<file path="src/rtl/seq_approx_mult_ctrl.sv">
// Iterative shift-and-add multiplier sharing one adder across all partial products.
// The low APPROX_BITS accumulator columns are merged with OR and never carry upward.
module seq_approx_mult_ctrl #(
    parameter int WIDTH       = 8,
    parameter int APPROX_BITS = 4
) (
    input  logic                 clk,
    input  logic                 rst_n,
    input  logic                 start,
    input  logic [WIDTH-1:0]     a,
    input  logic [WIDTH-1:0]     b,
    output logic                 ready,
    output logic                 busy,
    output logic                 done,
    output logic [2*WIDTH-1:0]   product
);

    localparam int PW = 2 * WIDTH;
    localparam int CW = $clog2(WIDTH);
    // Shift by PW yields an all-zero mask, so APPROX_BITS=0 is an exact add.
    localparam logic [PW-1:0] LOW_MASK = {PW{1'b1}} >> (PW - APPROX_BITS);

    typedef enum logic [1:0] {
        IDLE,
        RUN,
        DONE
    } state_t;

    state_t          state;
    state_t          state_nxt;
    logic [PW-1:0]   mcand;
    logic [PW-1:0]   acc;
    logic [PW-1:0]   sum_hi;
    logic [PW-1:0]   sum_lo;
    logic [PW-1:0]   acc_step;
    logic [WIDTH-1:0] mplier;
    logic [CW-1:0]   cnt;
    logic            last;
    logic            accept;

    always_comb begin
        sum_hi   = (acc & ~LOW_MASK) + (mcand & ~LOW_MASK);
        sum_lo   = (acc | mcand) & LOW_MASK;
        acc_step = mplier[0] ? (sum_hi | sum_lo) : acc;
    end

    assign last   = (cnt == CW'(WIDTH - 1));
    assign accept = start & ready;

    always_ff @(posedge clk) begin
        if (!rst_n) begin
            state <= IDLE;
        end else begin
            state <= state_nxt;
        end
    end

    always_comb begin
        state_nxt = state;
        ready     = 1'b0;
        busy      = 1'b0;
        done      = 1'b0;
        unique case (state)
            IDLE: begin
                ready = 1'b1;
                if (start) begin
                    state_nxt = RUN;
                end
            end
            RUN: begin
                busy = 1'b1;
                if (last) begin
                    state_nxt = DONE;
                end
            end
            DONE: begin
                ready     = 1'b1;
                done      = 1'b1;
                state_nxt = start ? RUN : IDLE;
            end
            default: begin
                state_nxt = IDLE;
            end
        endcase
    end

    always_ff @(posedge clk) begin
        if (!rst_n) begin
            mcand   <= '0;
            mplier  <= '0;
            acc     <= '0;
            cnt     <= '0;
            product <= '0;
        end else if (accept) begin
            mcand  <= {{WIDTH{1'b0}}, a};
            mplier <= b;
            acc    <= '0;
            cnt    <= '0;
        end else if (state == RUN) begin
            acc    <= acc_step;
            mcand  <= mcand << 1;
            mplier <= mplier >> 1;
            cnt    <= cnt + CW'(1);
            if (last) begin
                product <= acc_step;
            end
        end
    end

endmodule

</file>
<file path="config.mk">
export PLATFORM = sky130hd
export DESIGN_NAME = seq_approx_mult_ctrl
export DESIGN_NICKNAME = d
export VERILOG_FILES = /design/src/rtl/seq_approx_mult_ctrl.sv
export SDC_FILE = /design/constraint.sdc
export NUM_CORES = 1
export LEC_CHECK = 0
export CAP_MARGIN = 20
export CELL_PAD_IN_SITES_DETAIL_PLACEMENT = 0
export CELL_PAD_IN_SITES_GLOBAL_PLACEMENT = 1
export CORE_MARGIN = 1
export CORE_UTILIZATION = 38
export CTS_CLUSTER_SIZE = 10
export DETAILED_ROUTE_END_ITERATION = 8
export PLACE_DENSITY_LB_ADDON = 0.1
export RECOVER_POWER = 25
export SLEW_MARGIN = 20
export SYNTH_ARGS = -nofsm -noshare
export SYNTH_HDL_FRONTEND = slang
export SYNTH_SLANG_ARGS = --single-unit
</file>
<file path="constraint.sdc">
create_clock -name clk -period 2.6 [get_ports clk]
set_input_delay 0.52 -clock clk [delete_from_list [all_inputs] [get_ports clk]]
set_output_delay 0.52 -clock clk [all_outputs]
set_load 0.01 [all_outputs]
</file>
## After elaboration in Yosys (flattened, before gate mapping)

Cells that the tools add are included.

- Bits in registers: 61
- Input bits: 19
- Output and inout bits: 19
- Word-level logic and storage cells: 37

- Add/sub/neg operators: 2
- Equal/unequal tests: 5
- Muxes and demuxes: 12
- Bitwise gates (word level): 5
- Reductions and logical operators: 6

Operator list:

| kind | count |
|---|---|
| 8-bit 2-to-1 mux | 4 |
| 16-bit adder | 1 |
| 16-bit 2-to-1 mux | 1 |
| 16-bit by 4-bit bitwise OR with 16-bit output | 1 |
| 2-bit one-hot mux with 3 select lines | 1 |
| 1-bit 2-to-1 mux | 4 |
| 2-bit 2-to-1 mux | 2 |
| 2-bit != test, second input constant | 2 |
| 4-bit bitwise OR | 1 |
| 2-bit OR reduction | 2 |
| 3-bit by 1-bit adder with 3-bit output, second input constant | 1 |
| 3-bit == test, second input constant | 1 |
| 3-bit AND reduction | 1 |
| 2-bit by 1-bit == test with 1-bit output, second input constant | 1 |
| 2-bit == test, second input constant | 1 |
| 2-bit logical NOT | 1 |
| 1-bit NOT | 2 |
| 2-bit AND reduction | 1 |
| 2-bit nonzero test | 1 |
| 1-bit bitwise AND | 1 |

## Logic depth before layout (Yosys ltp)

- Depth in word-level cells: 6
- Gate-level depth with buffers: 9
- Mapped depth without buffers: 9

## Least setup slack after synthesis

OpenSTA, ideal clock, no wires.

- Path type: register to register
- Start point: reg mcand[4]
- End point: reg acc[12]
- Library setup time: 0.086 ns
- Data arrival time: 2.015 ns
- Data required time: 2.514 ns
- Setup slack: 0.500 ns
- Stages on the path, launching flop included: 10
- Cells stage by stage: dfxtp_1 -> ha_1 -> inv_1 -> fa_1 -> nor2b_1 -> o21a_1 -> o21ai_1 -> a2111o_1 -> o221a_2 -> a211oi_1

- Cells in the longest elaborated chain, start to end: 3

RTL lines:

| what | line | RTL |
|---|---|---|
| start: declaration | 31 | `logic [PW-1:0] mcand;` |
| start signal: assignment | 95 | `mcand <= {{WIDTH{1'b0}}, a};` |
| start signal: assignment | 101 | `mcand <= mcand << 1;` |
| 16-bit adder | 42 | `sum_hi = (acc & ~LOW_MASK) + (mcand & ~LOW_MASK);` |
| 16-bit by 4-bit bitwise OR with 16-bit output | 44 | `acc_step = mplier[0] ? (sum_hi \| sum_lo) : acc;` |
| 16-bit 2-to-1 mux | 44 |  |
| end signal: assignment | 100 | `acc <= acc_step;` |
| end: declaration | 32 | `logic [PW-1:0] acc;` |

No other way between the ends.
A chain may end at the register's enable or synchronous reset.

## Worst setup path after layout

Same ends and word-level chain as after synthesis.

==> impl_results.md <==
* Part of the Yosys area used for sequential elements at 41.91%
* Slowest Stage Delay on Critical Path at 0.41 ns
* Worst-path cell with the longest stage delay: sky130_fd_sc_hd__a2111o_1
* Data arrival, critical path at 2.65 ns
* Total number of nets in the final design at 437
* Critical-path cell list: ha_1 > inv_1 > fa_1 > nor2b_1 > o21a_1 > o21ai_1 > a2111o_1 > o221a_2 > a211oi_1
* Number of failing setup endpoints in the final timing report at 0
* Yosys cell types at 47
* Internal Dissipation at 1.671 mW
* Total net switching power at 514.9 uW
* Cell count of the worst hold path at 2
* Compound-Gate Fraction of Synth Area at 26.75%
* Leak pwr at 1.355 nW
* Proportion of layout cells with a drive suffix above 1 at 8.068%
* DRT antenna net count at 0
* Number of synthesis warnings at 0
* Number of violations of the max-capacitance limit at 0
* Switching Fraction at 23.56%
* DP HPWL at 5320 microns
* Portion of the clock cycle consumed by the worst path in the final layout at 92.38%
* Boundary Pins at 38
* Seq pwr share at 44.7%
* Setup TNS at 0 ns
* Mux share of post-synthesis cell area at 0.6870%
* Run status: complete, no violations
* Worst hold path startpoint: mplier[3]$_SDFFE_PN0P_
* Total Routed Length at 7444 microns
* Number of core rows at 31
* Final Slew Violations at 0
* Async set-or-reset flop fraction in the synthesized netlist at 0%
* Nets in the synthesized netlist at 392
* Vias after detailed routing at 2672
* Hold Path Sink: mplier[3]$_SDFFE_PN0P_
* CTS tree: done
* Slew of the pin with the lowest slew margin at 1.234 ns
* Total Power Consumption at 2.186 mW
* Vias in the first global route at 2403
* Setup crit end kind: register
* Final hold violation count at 0
* Vertical extent of the die at 89.57 microns
* All-Layer GR Usage at 20.36%
* # H-tree levels at 3
* Launching element type of the critical path: register
* Quantity of I/O buffers inserted on ports at 37
* Critical Setup Path Class: reg2reg
* Adder-Cell Fraction of Synth Area at 6.269%
* Power density cells at 594.8 mW/mm^2
* Number of hold buffers added after CTS at 0
* Clock net sink count at 61
* Placer's final routability congestion estimate at 0.8661
* Cell family contributing the most delay on the critical path: compound AO/OA/AOI/OAI gates
* Die span in x at 89.57 microns
* Critical R2R Launch: mcand[4]$_SDFFE_PN0P_
* Top area cells in the synthesized netlist: sky130_fd_sc_hd__dfxtp_1 (42%), sky130_fd_sc_hd__a21oi_1 (8.2%), sky130_fd_sc_hd__nand2_1 (7.3%)
* DR DRC count at 0
* Layout area overhead at 26.11%
* Data required time at the worst endpoint at 2.85 ns
* Number of synthesized register bits at 61
* List of most frequent post-synthesis cells: sky130_fd_sc_hd__dfxtp_1 (61), sky130_fd_sc_hd__nand2_1 (57), sky130_fd_sc_hd__a21oi_1 (48)
* Starting density of the core at 39.75%
* Area of the core region at 0.007331 sq mm
* Number of buffers inserted during clock tree synthesis at 9
* Post_cts resized at 0
* Buffering stage count on the worst path with inverters included at 1
* DIE AREA at 0.008023 sq mm
* Number of enable flip-flop cells after synthesis at 0
* Total standard cell area after synthesis at 0.002914 sq mm
* Headroom to the max-slew limit at 17.74%
* Proportion of power drawn by the clock network at 46.8%
* Clock root buffer: sky130_fd_sc_hd__clkbuf_8
* Most frequent cell after synthesis: sky130_fd_sc_hd__dfxtp_1
* Worst Reg2Reg Path Length in Cells at 9
* Routed WL per cell at 14.65 microns
* DR iter-0 viols at 136
* Worst R2R End: acc[12]$_SDFFE_PP0P_
* Post-synth top area cell: sky130_fd_sc_hd__dfxtp_1
* Congestion Overflow GR at 0
* Setup repair after global routing missed its margin: no
* Setup repair bufs after CTS at 0
* Dominant combinational cell family by area after synthesis: compound AO/OA/AOI/OAI gates
* Reg-to-reg setup timing slack at 0.20 ns
* Fin Clk Skew at 0.008737 ns
* Combinational fraction of design power at 8.5%
* Class of the tightest hold or removal check: reg2reg
* Maximum clock rate at 416.3 MHz
* Clock latency on the worst-skew pair at 0.34 ns
* Initial antenna violation count at 0
* Min Clock Period, post-route at 2.402 ns
* Via density at 5.260
* Count of antenna diodes in the layout at 0
* Critical-path maximum fanout at 5
* Maximum clock path buffer count at 2
* Global-route wire length before repair at 12170 microns
* Worst IR drop on VDD at 0.2788 mV
* Mean instance size in the synthesized netlist at 8.117 sq um
* Pin count of the biggest net entering global routing at 28
* Gate Count Post-Synth at 359
* XOR/XNOR Fraction of Synth Area at 1.202%
* First-pass iteration count of the detailed router at 4
* Top cell type's share of synthesized area at 41.91%
* Main flop type after synthesis: sky130_fd_sc_hd__dfxtp_1
* Simple logic cell fraction of the synthesized area at 19.06%
* Fillcell total at 734
* Clock slew seen by the registers of the worst setup and hold paths at 0.07 ns
worst min-delay path: stages (launching register included):
cell and delay (ns):
sky130_fd_sc_hd__dfxtp_1 0.31, sky130_fd_sc_hd__nand2_1 0.05, sky130_fd_sc_hd__a21oi_1 0.05
metal layers:
layer  track usage [%]  share of wire (%)  wire length [microns]  vias up
met1             29.66                 52                   3908     1222
met5                 0                  0                      0        -
met3             3.473                3.7                    279       10
li1                  -                  -                      -     1383
met2             29.68                 42                   3143       57
met4             8.225                1.5                    113        0
stage by stage:
step | util, % | setup slack, ns | cell area, sq um | instances | hold slack, ns
6_report | 50.13 | 0.1982 | 3675 | 508 | 0.4562
5_1_grt | 50.13 | 0.05921 | 3675 | 508 | 0.4723
4_1_cts | 50.37 | 0.2283 | 3692 | 508 | 0.4600
3_5_place_dp | 47.11 | 0.2543 | 3453 | 492 | 0.4495
3_3_place_gp | 47.11 | 0.3038 | 3453 | 492 | 0.4438
2_1_floorplan | - | 0.4997 | 2914 | 359 | 0.4368
cells by family (layout without fill, tap and decap cells):
logic type / Yosys count / count (layout)
mux: 2 / 2
fa+ha+maj: 14 / 14
compound gates: 121 / 121
xor+xnor: 4 / 4
buf+inv: 30 / 80
flops: 61 / 61
simple gates: 127 / 127
cell type report:
class | instances | area, sq um | area share (%)
multi-input cells | 268 | 1573 | 42.80
flip-flops and latches | 61 | 1221 | 33.23
repair buffers | 54 | 480.5 | 13.07
clock buffers | 10 | 127.6 | 3.473
well taps | 99 | 123.9 | 3.371
clock inverters | 6 | 111.4 | 3.030
inverters | 10 | 37.54 | 1.021
cell usage in the layout, fill, tap and decap left out, types with 4 or more instances in the layout:
cell type	netlist	final
sky130_fd_sc_hd__buf_4	0	12
sky130_fd_sc_hd__nor2b_1	5	5
sky130_fd_sc_hd__ha_1	13	13
sky130_fd_sc_hd__nand3_1	4	4
sky130_fd_sc_hd__a211oi_1	15	15
sky130_fd_sc_hd__nor3_1	11	11
sky130_fd_sc_hd__o211ai_1	6	6
sky130_fd_sc_hd__xnor2_1	4	4
sky130_fd_sc_hd__dfxtp_1	61	61
sky130_fd_sc_hd__clkbuf_1	16	5
sky130_fd_sc_hd__clkbuf_8	0	9
sky130_fd_sc_hd__a22oi_1	16	16
sky130_fd_sc_hd__nor2_1	35	35
sky130_fd_sc_hd__a21oi_1	48	48
sky130_fd_sc_hd__nand2_1	57	57
sky130_fd_sc_hd__o21ai_0	13	13
sky130_fd_sc_hd__clkdlybuf4s50_1	0	35
sky130_fd_sc_hd__inv_1	7	7
sky130_fd_sc_hd__a21o_1	5	5
power by group through the flow:
stage	clock, mW	combinational [mW]	sequential [mW]
after global routing	1.10	0.205	0.980
after floorplan	0	0.110	0.993
final	1.02	0.185	0.977
after global placement	0	0.188	0.998
after CTS	1.04	0.191	0.977
after detailed placement	0	0.190	0.998
state kept, by name (all words and copies together) (netlist names):
register,flops
acc,16
cnt,3
mcand,16
mplier,8
product,16
state,2
how the worst max path moves through the flow:
stage | start | to | depth (start not counted)
finish | mcand[4]$_SDFFE_PN0P_ | acc[12]$_SDFFE_PP0P_ | 9
global route | mcand[4]$_SDFFE_PN0P_ | acc[12]$_SDFFE_PP0P_ | 9
CTS | mcand[4]$_SDFFE_PN0P_ | acc[12]$_SDFFE_PP0P_ | 9
detailed placement | mcand[4]$_SDFFE_PN0P_ | acc[12]$_SDFFE_PP0P_ | 9
global placement | mcand[4]$_SDFFE_PN0P_ | acc[14]$_SDFFE_PP0P_ | 9
floorplan | mcand[4]$_SDFFE_PN0P_ | acc[12]$_SDFFE_PP0P_ | 9
(Power assumes the default switching activity.)
